`src/rtl/alu_pkg.sv`:
```
// Shared opcodes, flag bit positions and FSM states for the sequential ALU.
// Pure definitions; no latency or flow-control behaviour of its own.
package alu_pkg;
    localparam logic [3:0] OP_ADD = 4'b1000;
    localparam logic [3:0] OP_SUB = 4'b1001;
    localparam logic [3:0] OP_MUL = 4'b1010;
    localparam logic [3:0] OP_DIV = 4'b1011;
    localparam logic [3:0] OP_AND = 4'b1100;
    localparam logic [3:0] OP_OR  = 4'b1101;
    localparam logic [3:0] OP_XOR = 4'b1110;
    localparam logic [3:0] OP_SHL = 4'b1111;
    localparam logic [3:0] OP_NOT = 4'b0010;

    localparam int FLG_C = 2;
    localparam int FLG_Z = 1;
    localparam int FLG_V = 0;

    typedef enum logic {INACTIVO, CALCULO} estado_t;
endpackage

```
`src/rtl/alu_iterativa.sv`:
```
// Iterative unsigned multiply (shift-add) and divide (restoring), one step per clock.
// Finishes after WIDTH steps; o_Bajo/o_Alto show the post-step value so the caller can register it on o_Hecho.
module alu_iterativa
    import alu_pkg::*;
#(
    parameter  int WIDTH = 8,
    localparam int CNT_W = $clog2(WIDTH) + 1
) (
    input  logic             i_Clk,
    input  logic             i_Reset,
    input  logic             i_Inicio,
    input  logic             i_Es_Div,
    input  logic             i_Activo,
    input  logic [WIDTH-1:0] i_A,
    input  logic [WIDTH-1:0] i_B,
    output logic             o_Hecho,
    output logic             o_Es_Div,
    output logic             o_Div_Cero,
    output logic [WIDTH-1:0] o_Bajo,
    output logic [WIDTH-1:0] o_Alto
);
    logic [WIDTH-1:0] acc_q, acc_d;
    logic [WIDTH-1:0] sr_q, sr_d;
    logic [WIDTH-1:0] m_q, m_d;
    logic [CNT_W-1:0] cnt_q, cnt_d;
    logic             es_div_q, es_div_d;
    logic [WIDTH:0]   suma, desp, resta;

    // acc holds the high product / partial remainder; sr holds the multiplier / dividend-then-quotient
    always_comb begin
        acc_d    = acc_q;
        sr_d     = sr_q;
        m_d      = m_q;
        cnt_d    = cnt_q;
        es_div_d = es_div_q;
        suma     = {1'b0, acc_q} + {1'b0, m_q};
        desp     = {acc_q, sr_q[WIDTH-1]};
        resta    = desp - {1'b0, m_q};
        if (i_Inicio) begin
            acc_d    = '0;
            sr_d     = i_Es_Div ? i_A : i_B;
            m_d      = i_Es_Div ? i_B : i_A;
            cnt_d    = '0;
            es_div_d = i_Es_Div;
        end else if (i_Activo) begin
            cnt_d = cnt_q + CNT_W'(1);
            if (es_div_q) begin
                if (desp >= {1'b0, m_q}) begin
                    acc_d = resta[WIDTH-1:0];
                    sr_d  = {sr_q[WIDTH-2:0], 1'b1};
                end else begin
                    acc_d = desp[WIDTH-1:0];
                    sr_d  = {sr_q[WIDTH-2:0], 1'b0};
                end
            end else if (sr_q[0]) begin
                {acc_d, sr_d} = {suma, sr_q[WIDTH-1:1]};
            end else begin
                {acc_d, sr_d} = {1'b0, acc_q, sr_q[WIDTH-1:1]};
            end
        end
    end

    always_ff @(posedge i_Clk) begin
        if (i_Reset) begin
            acc_q    <= '0;
            sr_q     <= '0;
            m_q      <= '0;
            cnt_q    <= '0;
            es_div_q <= 1'b0;
        end else begin
            acc_q    <= acc_d;
            sr_q     <= sr_d;
            m_q      <= m_d;
            cnt_q    <= cnt_d;
            es_div_q <= es_div_d;
        end
    end

    assign o_Hecho    = i_Activo && (cnt_q == CNT_W'(WIDTH - 1));
    assign o_Es_Div   = es_div_q;
    assign o_Div_Cero = (m_q == '0);
    assign o_Bajo     = sr_d;
    assign o_Alto     = acc_d;
endmodule

```
`src/rtl/alu_secuencial.sv`:
```
// Registered ALU with valid/ready request handshake; single-cycle ops answer 1 clock after accept, MUL/DIV WIDTH+1.
// o_Listo drops for WIDTH cycles during MUL/DIV; results are a one-cycle o_Valido pulse with no output backpressure.
module alu_secuencial
    import alu_pkg::*;
#(
    parameter int WIDTH = 8
) (
    input  logic               i_Clk,
    input  logic               i_Reset,
    input  logic               i_Valido,
    input  logic [3:0]         i_Control_ALU,
    input  logic [2*WIDTH-1:0] i_Operandos,
    output logic               o_Listo,
    output logic               o_Valido,
    output logic [WIDTH-1:0]   o_Resultado,
    output logic [WIDTH-1:0]   o_Resultado_Alto,
    output logic [2:0]         o_Banderas_Estado
);
    localparam int SH_W = $clog2(WIDTH);

    estado_t          estado_q, estado_d;
    logic [WIDTH-1:0] res_q, res_d, alto_q, alto_d;
    logic [2:0]       flg_q, flg_d;
    logic             vld_q, vld_d;

    logic [WIDTH-1:0] op_a, op_b, alu_res, it_bajo, it_alto;
    logic [WIDTH:0]   alu_tmp;
    logic             alu_c, alu_v, alu_def, inicio, it_hecho, it_es_div, it_div_cero;

    assign op_a = i_Operandos[2*WIDTH-1:WIDTH];
    assign op_b = i_Operandos[WIDTH-1:0];

    // alu_def marks defined single-cycle ops; undefined opcodes report no flags, not even Z
    always_comb begin
        alu_tmp = '0;
        alu_res = '0;
        alu_c   = 1'b0;
        alu_v   = 1'b0;
        alu_def = 1'b1;
        case (i_Control_ALU)
            OP_ADD: begin
                alu_tmp = {1'b0, op_a} + {1'b0, op_b};
                alu_res = alu_tmp[WIDTH-1:0];
                alu_c   = alu_tmp[WIDTH];
                alu_v   = (op_a[WIDTH-1] == op_b[WIDTH-1]) && (alu_res[WIDTH-1] != op_a[WIDTH-1]);
            end
            OP_SUB: begin
                alu_tmp = {1'b0, op_a} - {1'b0, op_b};
                alu_res = alu_tmp[WIDTH-1:0];
                alu_c   = alu_tmp[WIDTH];
                alu_v   = (op_a[WIDTH-1] != op_b[WIDTH-1]) && (alu_res[WIDTH-1] != op_a[WIDTH-1]);
            end
            OP_AND: alu_res = op_a & op_b;
            OP_OR:  alu_res = op_a | op_b;
            OP_XOR: alu_res = op_a ^ op_b;
            OP_NOT: alu_res = ~op_a;
            OP_SHL: begin
                alu_tmp = {1'b0, op_a} << op_b[SH_W-1:0];
                alu_res = alu_tmp[WIDTH-1:0];
                alu_c   = alu_tmp[WIDTH];
            end
            default: alu_def = 1'b0;
        endcase
    end

    always_comb begin
        estado_d = estado_q;
        res_d    = res_q;
        alto_d   = alto_q;
        flg_d    = flg_q;
        vld_d    = 1'b0;
        inicio   = 1'b0;
        case (estado_q)
            INACTIVO: begin
                if (i_Valido) begin
                    if ((i_Control_ALU == OP_MUL) || (i_Control_ALU == OP_DIV)) begin
                        inicio   = 1'b1;
                        estado_d = CALCULO;
                    end else begin
                        res_d        = alu_res;
                        alto_d       = '0;
                        flg_d        = '0;
                        flg_d[FLG_C] = alu_c;
                        flg_d[FLG_Z] = alu_def && (alu_res == '0);
                        flg_d[FLG_V] = alu_v;
                        vld_d        = 1'b1;
                    end
                end
            end
            CALCULO: begin
                if (it_hecho) begin
                    estado_d     = INACTIVO;
                    res_d        = it_bajo;
                    alto_d       = it_alto;
                    flg_d        = '0;
                    flg_d[FLG_Z] = (it_bajo == '0);
                    flg_d[FLG_V] = it_es_div ? it_div_cero : (it_alto != '0);
                    vld_d        = 1'b1;
                end
            end
            default: estado_d = INACTIVO;
        endcase
    end

    always_ff @(posedge i_Clk) begin
        if (i_Reset) begin
            estado_q <= INACTIVO;
            res_q    <= '0;
            alto_q   <= '0;
            flg_q    <= '0;
            vld_q    <= 1'b0;
        end else begin
            estado_q <= estado_d;
            res_q    <= res_d;
            alto_q   <= alto_d;
            flg_q    <= flg_d;
            vld_q    <= vld_d;
        end
    end

    alu_iterativa #(.WIDTH(WIDTH)) u_iterativa (
        .i_Clk      (i_Clk),
        .i_Reset    (i_Reset),
        .i_Inicio   (inicio),
        .i_Es_Div   (i_Control_ALU == OP_DIV),
        .i_Activo   (estado_q == CALCULO),
        .i_A        (op_a),
        .i_B        (op_b),
        .o_Hecho    (it_hecho),
        .o_Es_Div   (it_es_div),
        .o_Div_Cero (it_div_cero),
        .o_Bajo     (it_bajo),
        .o_Alto     (it_alto)
    );

    assign o_Listo           = (estado_q == INACTIVO);
    assign o_Valido          = vld_q;
    assign o_Resultado       = res_q;
    assign o_Resultado_Alto  = alto_q;
    assign o_Banderas_Estado = flg_q;
endmodule

```
`config.mk`:
```
export PLATFORM = sky130hd
export DESIGN_NAME = alu_secuencial
export DESIGN_NICKNAME = d
export VERILOG_FILES = /design/src/rtl/alu_pkg.sv /design/src/rtl/alu_iterativa.sv /design/src/rtl/alu_secuencial.sv
export SDC_FILE = /design/constraint.sdc
export NUM_CORES = 1
export LEC_CHECK = 0
export ABC_AREA = 1
export BUFFER_PORTS_ARGS = -buffer_cell sky130_fd_sc_hd__buf_4
export CAP_MARGIN = 20
export CORE_MARGIN = 4
export CORE_UTILIZATION = 48
export DETAILED_ROUTE_END_ITERATION = 10
export HOLD_SLACK_MARGIN = 0.06
export PLACE_DENSITY_LB_ADDON = 0.08
export SLEW_MARGIN = 20
export SYNTH_ARGS = -nofsm -noshare
export SYNTH_HDL_FRONTEND = slang
export SYNTH_SLANG_ARGS = --single-unit
```
`constraint.sdc`:
```
create_clock -name i_Clk -period 2 [get_ports i_Clk]
set_input_delay 0.1 -clock i_Clk [delete_from_list [all_inputs] [get_ports i_Clk]]
set_output_delay 0.1 -clock i_Clk [all_outputs]
set_load 0.05 [all_outputs]
```
# After elaboration in Yosys (flattened, before gate mapping)
# Cells that the tools add are included.
dict set report classes {
  n_addsub 5
  mul 0
  div 0
  order_cmp 1
  eq_ne 17
  n_shift 1
  muxes 38
  n_bitwise 5
  n_reduce_logical 12
}
# operator n
set op_table {}
lappend op_table {{8-bit two-way mux} 17}
lappend op_table {{8-bit one-hot mux with 7 select lines} 1}
lappend op_table {{4-bit equality test, second input constant} 8}
lappend op_table {{8-bit one-hot mux with 2 select lines} 2}
lappend op_table {{8-bit logical NOT} 3}
lappend op_table {{8-bit by 8-bit adder with 9-bit output} 2}
lappend op_table {{1-bit two-way mux} 10}
lappend op_table {{9-bit by 8-bit greater-or-equal comparator with 1-bit output} 1}
lappend op_table {{3-bit two-way mux} 3}
lappend op_table {{8-bit by 3-bit << shifter with 9-bit output} 1}
lappend op_table {{8-bit by 8-bit subtractor with 9-bit output} 1}
lappend op_table {{8-bit AND} 1}
lappend op_table {{8-bit inverter} 1}
lappend op_table {{8-bit OR} 1}
lappend op_table {{8-bit nonzero test} 1}
lappend op_table {{8-bit subtractor} 1}
lappend op_table {{8-bit XOR} 1}
lappend op_table {{7-bit OR reduction} 1}
lappend op_table {{1-bit one-hot mux with 2 select lines} 3}
lappend op_table {{3-bit one-hot mux with 2 select lines} 1}
lappend op_table {{4-bit by 1-bit adder with 4-bit output, second input constant} 1}
lappend op_table {{4-bit by 2-bit equality test with 1-bit output, second input constant} 1}
lappend op_table {{4-bit by 3-bit equality test with 1-bit output, second input constant} 1}
lappend op_table {{1-bit logical AND} 4}
lappend op_table {{other kinds (9)} 12}
dict set report word_totals {
  ff_bits 50
  latch_bits 0
  ramBits 0
  romBits 0
  inputBits 23
  word_cells 89
  n_memories 0
}

# Logic depth before layout (Yosys ltp)
dict set report depth {
  word_depth 10
  ltp_mapped 21
  ltp_nobuf 21
}

# Hierarchy
# From an unflattened synthesis, not the netlist that was laid out.
dict set report unflattened {
  cells_unflattened 829
  area_unflattened_um2 5044.8
}
# module instances cells_per_inst area_each_um2 seq_area_each_um2
set by_module_without_submodules {}
lappend by_module_without_submodules {alu_secuencial 1 426 2539.9 420.4}
lappend by_module_without_submodules {alu_iterativa 1 403 2504.9 580.6}

# Least setup slack after synthesis
# Ideal clock, no wire load.
dict set report synth_timing {
  path_kind {flip-flop to flip-flop}
  startpoint {register u_iterativa.acc_q[0]}
  endpoint {register flg_q[0] (netlist: o_Banderas_Estado[0])}
  t_arrival_ns 1.993
  required_time_ns 1.887
  path_slack_ns -0.106
  stages_incl_launch_ff 19
  period_less_slack_ns 2.106
  cell_sequence {dfxtp_1 -> ha_1 -> inv_1 -> fa_1 -> inv_1 -> a21oi_1 -> and2_1 -> o21ai_0 -> nand2_1 -> nand3_1 -> nand2_1 -> nand2_1 -> nand2_1 -> nor2_1 -> nand2_1 -> nand2_1 -> nand2_1 -> nand2_1 -> nand2_1}
}
dict set report synth_between {
  elab_chain_cells 9
  elab_cells_between_ends 12
  classes_between {add/sub: 2; order compare: 1; mux: 8; reduce/logical: 1}
}
# item line_no
set synth_rtl {}
lappend synth_rtl {{from (decl)} alu_iterativa.sv:22} ;# logic [WIDTH-1:0] acc_q, acc_d;
lappend synth_rtl {{from (signal assigned)} alu_iterativa.sv:65} ;# acc_q <= '0;
lappend synth_rtl {{from (signal assigned)} alu_iterativa.sv:71} ;# acc_q <= acc_d;
lappend synth_rtl {{8-bit by 8-bit adder with 9-bit output, or another cell as far along} alu_iterativa.sv:36} ;# suma = {1'b0, acc_q} + {1'b0, m_q};
lappend synth_rtl {{8-bit two-way mux, on equally long branches} {alu_iterativa.sv:55, alu_iterativa.sv:48}}
lappend synth_rtl {{8-bit two-way mux} alu_iterativa.sv:47} ;# if (es_div_q) begin
lappend synth_rtl {{8-bit two-way mux *} alu_iterativa.sv:45} ;# end else if (i_Activo) begin
lappend synth_rtl {{8-bit two-way mux *} alu_iterativa.sv:39} ;# if (i_Inicio) begin
lappend synth_rtl {{8-bit nonzero test *} alu_secuencial.sv:97} ;# flg_d[FLG_V] = it_es_div ? it_div_cero : (it_alto != '0);
lappend synth_rtl {{1-bit two-way mux *} alu_secuencial.sv:97}
lappend synth_rtl {{3-bit two-way mux *} alu_secuencial.sv:91} ;# if (it_hecho) begin
lappend synth_rtl {{3-bit one-hot mux with 2 select lines *} alu_secuencial.sv:73} ;# case (estado_q)
lappend synth_rtl {{to (signal assigned)} alu_secuencial.sv:116} ;# flg_q <= flg_d;
lappend synth_rtl {{to (decl)} alu_secuencial.sv:23} ;# logic [2:0] flg_q, flg_d;
# Mark *: on every way between the ends. The rest lies on a longest branch, timed or not. The select of a mux whose other input is x is not followed.
# A chain may end at the register's enable or synchronous reset.

# Final worst setup path
dict set report layout_timing {
  startpoint {register u_iterativa.m_q[7]}
  endpoint {register flg_q[0] (netlist: o_Banderas_Estado[0])}
}
dict set report layout_between {
  elab_chain_cells 9
  elab_cells_between_ends 13
  classes_between {add/sub: 2; order compare: 1; mux: 8; reduce/logical: 2}
}
# item line_no
set layout_rtl {}
lappend layout_rtl {{from (decl)} alu_iterativa.sv:24} ;# logic [WIDTH-1:0] m_q, m_d;
lappend layout_rtl {{from (signal assigned)} alu_iterativa.sv:73} ;# m_q <= m_d;
lappend layout_rtl {{8-bit by 8-bit adder with 9-bit output, or another cell as far along} alu_iterativa.sv:36}
lappend layout_rtl {{8-bit two-way mux, on equally long branches} {alu_iterativa.sv:55, alu_iterativa.sv:48}}
lappend layout_rtl {{8-bit two-way mux} alu_iterativa.sv:47}
lappend layout_rtl {{8-bit two-way mux} alu_iterativa.sv:45}
lappend layout_rtl {{8-bit two-way mux} alu_iterativa.sv:39}
lappend layout_rtl {{8-bit nonzero test} alu_secuencial.sv:97}
lappend layout_rtl {{1-bit two-way mux *} alu_secuencial.sv:97}
lappend layout_rtl {{3-bit two-way mux *} alu_secuencial.sv:91}
lappend layout_rtl {{3-bit one-hot mux with 2 select lines *} alu_secuencial.sv:73}
# Marked as above.

==> impl_table.tex <==
\begin{tabular}{lr}
\hline
Metric & Value \\
\hline
\multicolumn{2}{l}{\textbf{Outcome}} \\
Result of the run & complete, but fails checks \\
Violations in the final reports & negative setup slack \\
\multicolumn{2}{l}{\textbf{Worst setup path}} \\
Register-to-register setup slack & -0.28 ns \\
Type of destination of the critical path & flip-flop \\
Critical-path cell list & inv\_2 -> ha\_4 -> buf\_4 -> nand2\_2 -> nand2\_2 -> nor2\_4 -> buf\_12 -> nand4\_1 -> nand3\_1 -> nand2\_2 -> nand3\_2 -> nand2\_1 -> nor2\_1 -> nand2\_1 -> nand2\_1 -> nand2\_1 -> nand2\_1 -> nand2\_1 \\
Gate family responsible for the most delay along the worst path & simple AND/OR/NAND/NOR gates \\
Worst setup path category & reg -> reg \\
Startpoint of the worst-slack reg-to-reg timing path & u\_iterativa.m\_q[7]\$\_SDFFE\_PP0P\_ \\
Critical path arrival & 2.49 ns \\
Most Frequent Cell on Critical Path & nand2\_1 \\
Biggest fanout along the worst timing path & 7 \\
Critical path startpoint category & flip-flop \\
Worst endpoint required time & 2.21 ns \\
Critical R2R Capture & o\_Banderas\_Estado[0]\$\_SDFFE\_PP0P\_ \\
Combined buffer and inverter count along the critical path & 3 \\
Worst-case reg-to-reg path depth & 18 \\
Master of the slowest instance on the critical path & dfxtp\_2 \\
Peak per-stage delay on the critical path & 0.35 ns \\
\multicolumn{2}{l}{\textbf{Route}} \\
First-pass DRT Iterations & 6 \\
Number of design rule violations left after detail routing & 0 \\
Total vias in the final route & 5,909 \\
Total Wirelength & 17,600 um \\
Wire length per cell after detailed routing & 16.4 um \\
Number of antenna-violating nets in the routed design & 0 \\
Count of routing violations after the opening detailed-route iteration & 548 \\
Number of vias per cell after detailed routing & 5.50 \\
\multicolumn{2}{l}{\textbf{Logic synthesis}} \\
Library cells used by synthesis & 43 \\
Largest cells by area after synthesis & dfxtp\_1 (21\%), nand2\_1 (15\%), ha\_1 (11\%), a21oi\_1 (7.5\%), inv\_1 (7.4\%) \\
Share of the synthesized area in the top cell type & 21.1\% \\
Synthesized area per cell & 6.22 um\^{}2 \\
Async set-or-reset flop fraction in the synthesized netlist & 0\% \\
Count of flip-flops with a built-in enable after synthesis & 0 \\
Flop and latch count out of synthesis & 50 \\
Post-synth top cells & nand2\_1 (188), inv\_1 (93), a21oi\_1 (71) \\
Synth warnings & 0 \\
Gate Count Post-Synth & 762 \\
Share of the yosys chip area belonging to registers & 21.1\% \\
Top cell type by total area after synthesis & dfxtp\_1 \\
Most frequent cell after synthesis & nand2\_1 \\
Most used flip-flop cell after synthesis & dfxtp\_1 \\
Post-synthesis instance area & 4740 um\^{}2 \\
Post-synthesis net count & 832 \\
\multicolumn{2}{l}{\textbf{Floorplan}} \\
Die area & 11,500 um\^{}2 \\
Number of ports placed on the die boundary & 44 \\
Initial Util & 48.9\% \\
Core Box Area & 9680 um\^{}2 \\
Horizontal die dimension & 107 um \\
Floorplan row count & 36 \\
Vertical die dimension & 107 um \\
\multicolumn{2}{l}{\textbf{Cells and area}} \\
Fraction of layout instances using a drive strength above 1 & 35.2\% \\
Inserted Diodes & 0 \\
Nets & 1,010 \\
Area growth syn-to-layout & 45.8\% \\
Multi-input combinational cell area & 3670 um\^{}2 \\
Area taken by flip-flops and latches & 1030 um\^{}2 \\
\# fillers & 836 \\
Utilization after layout & 71.3\% \\
Cell Count, Final, Fillers Out & 1,074 \\
\multicolumn{2}{l}{\textbf{CTS}} \\
Clock-pin slew on the worst setup and hold paths & 0.10 ns \\
Clock root buffer & clkbuf\_8 \\
CTS max path bufs & 2 \\
Number of sinks handled by clock tree synthesis & 50 \\
Number of hold buffers added after CTS & 0 \\
CTS Buf Count & 5 \\
Clock tree from TritonCTS & built \\
H-tree depth reported by CTS & 2 \\
Insertion delay of the later-clocked pin in the worst-skew pair & 0.31 ns \\
\multicolumn{2}{l}{\textbf{Global route}} \\
Number of global-route vias before repair & 5,495 \\
Global routing usage summed across all routing layers & 29.2\% \\
Global-route wire length before repair & 26,700 um \\
Number of antenna violations at the first check in global routing & 0 \\
Leftover overflow at the end of global routing & 0 \\
Largest net degree at the start of global routing & 34 \\
\multicolumn{2}{l}{\textbf{Placed design}} \\
Placer's final routability congestion estimate & 0.970 \\
Buffers on Ports & 43 \\
Total instance count after detailed placement & 1,046 \\
Final HPWL DP & 13,600 um \\
Worst-case setup slack after placement & -0.315 ns \\
\multicolumn{2}{l}{\textbf{Run}} \\
Max-cap violations & 0 \\
\multicolumn{2}{l}{\textbf{STA}} \\
FMAX & 438 MHz \\
Slew margin rel. & 60.4\% \\
Number of failing setup endpoints in the final timing report & 13 \\
Slew Limit Fails & 0 \\
Post-Route Skew & 0.0104 ns \\
Worst Setup Slack, final & -0.283 ns \\
Slew at the pin closest to its max-slew limit & 0.594 ns \\
Period utilisation layout & 114\% \\
Unrepaired setup endpoints after global routing & yes \\
Final Hold Fails & 0 \\
Shortest period the worst path allows & 2.28 ns \\
\multicolumn{2}{l}{\textbf{Power and ir drop}} \\
Worst vdd ir & 0.000329 V \\
Power per unit of standard cell area & 484 nW/um\^{}2 \\
Leakage power & 3.27 nW \\
\multicolumn{2}{l}{\textbf{Hold path}} \\
Worst hold path class & in -> reg \\
Worst Min Path Start & i\_Control\_ALU[0] \\
Endpoint of the worst hold-timing path & u\_iterativa.o\_Es\_Div\$\_SDFFE\_PP0P\_ \\
Worst hold path stage count & 3 \\
\hline
\end{tabular}
-- sequential cells by signal, indices dropped and copies added, names as in the netlist --
signal	flops
u_iterativa.cnt_q	4
estado_q	1
o_Resultado_Alto	8
o_Banderas_Estado	3
u_iterativa.o_Es_Div	1
u_iterativa.m_q	8
u_iterativa.acc_q	8
o_Resultado	8
o_Valido	1
u_iterativa.sr_q	8
-- worst max path at each step --
| stage | startpoint | to | slack [ns] | cells past startpoint |
|---|---|---|---|---|
| after CTS | u_iterativa.acc_q[0]$_SDFF_PP0_ | o_Banderas_Estado[0]$_SDFFE_PP0P_ | -0.17 | 18 |
| after detailed placement | u_iterativa.acc_q[1]$_SDFF_PP0_ | o_Banderas_Estado[0]$_SDFFE_PP0P_ | -0.31 | 17 |
| after global routing | u_iterativa.m_q[6]$_SDFFE_PP0P_ | o_Banderas_Estado[0]$_SDFFE_PP0P_ | -0.45 | 19 |
| final | u_iterativa.m_q[7]$_SDFFE_PP0P_ | o_Banderas_Estado[0]$_SDFFE_PP0P_ | -0.28 | 18 |
| after floorplan | u_iterativa.m_q[1]$_SDFFE_PP0P_ | o_Banderas_Estado[0]$_SDFFE_PP0P_ | 0.004 | 20 |
| after global placement | u_iterativa.acc_q[1]$_SDFF_PP0_ | o_Banderas_Estado[0]$_SDFFE_PP0P_ | -0.33 | 17 |
-- cells in the final DEF, fill, tap and decap left out, types with 3 or more instances in the layout --
master and n:
o21ai_1 6, nand2_1 166, clkbuf_8 6, buf_4 186
nand2_2 25, a31oi_1 4, nand4_1 17, o21ai_0 48
nor3_1 6, o22ai_1 14, inv_2 20, xnor2_1 6
dfxtp_2 12, nand3_1 43, a221oi_1 3, o211ai_1 6
nor2_1 55, nand2_8 3, nor2_4 7, a211oi_1 3
dfxtp_1 34, nor2_2 9, buf_6 5, ha_1 30
a21oi_2 3, a21oi_1 68, nand3b_1 3, nand3_2 15
a32o_1 3, o21ai_2 3, ha_4 13, dfxtp_4 4
inv_1 81
-- worst reg2reg max path, stage by stage (launching register included) --
cell     delay [ns]
dfxtp_2        0.35
inv_2          0.05
ha_4           0.25
buf_4          0.14
nand2_2        0.06
nand2_2        0.08
nor2_4         0.27
buf_12         0.15
nand4_1        0.10
nand3_1        0.14
nand2_2        0.10
nand3_2        0.08
nand2_1        0.05
nor2_1         0.10
nand2_1        0.07
nand2_1        0.06
nand2_1        0.04
nand2_1        0.05
nand2_1        0.05
-- repair_timing --
item,CTS,global route
pin swaps,9,36
gates cloned,2,0
setup endpoints to repair,14,24
gates resized for setup,41,79
buffers inserted,7,13
-- area by class of cell --
type,instances,share of cell area (%)
multi-input combinational,585,53.2
timing repair buffer,193,21.6
sequential,50,14.9
inverter,105,5.85
tap,133,2.41
clock buffer,6,1.20
clock inverter,2,0.869
-- metal layers --
layer	GRT usage, %	share of wire (%)	up-vias
met2	52.4	49	245
li1	-	-	2891
met4	14.2	6.1	0
met5	0	0	-
met3	2.82	4.9	69
met1	34.7	40	2704
-- power breakdown --
group	leakage (nW)	switching (mW)	internal [mW]	total (mW)
sequential	0.414	0.0339	1.03	1.06
clock	0.0714	0.348	0.534	0.882
combinational	2.79	0.798	0.600	1.40
-- metrics by stage --
step | power (mW) | instance area, um^2 | hold WS [ns] | TNS (ns)
floorplan | 1.73 | 4770 | 0.179 | 0
global placement | 2.20 | 6140 | 0.443 | -1.69
detailed placement | 2.21 | 6140 | 0.442 | -2.01
CTS | 3.23 | 6560 | 0.168 | -0.507
global route | 3.50 | 6910 | 0.186 | -3.14
finish | 3.34 | 6910 | 0.179 | -1.38
-- cells by family after synthesis --
group / Yosys count / share of synthesized area, %
AO/OA/AOI/OAI: 170 / 20.1
XOR/XNOR: 8 / 1.48
adder cells (fa/ha/maj): 47 / 13.0
buffers and inverters: 129 / 10.8
flip-flops: 50 / 21.1
AND/OR/NAND/NOR: 358 / 33.4
Note: power is estimated with default switching activity, not from simulation.
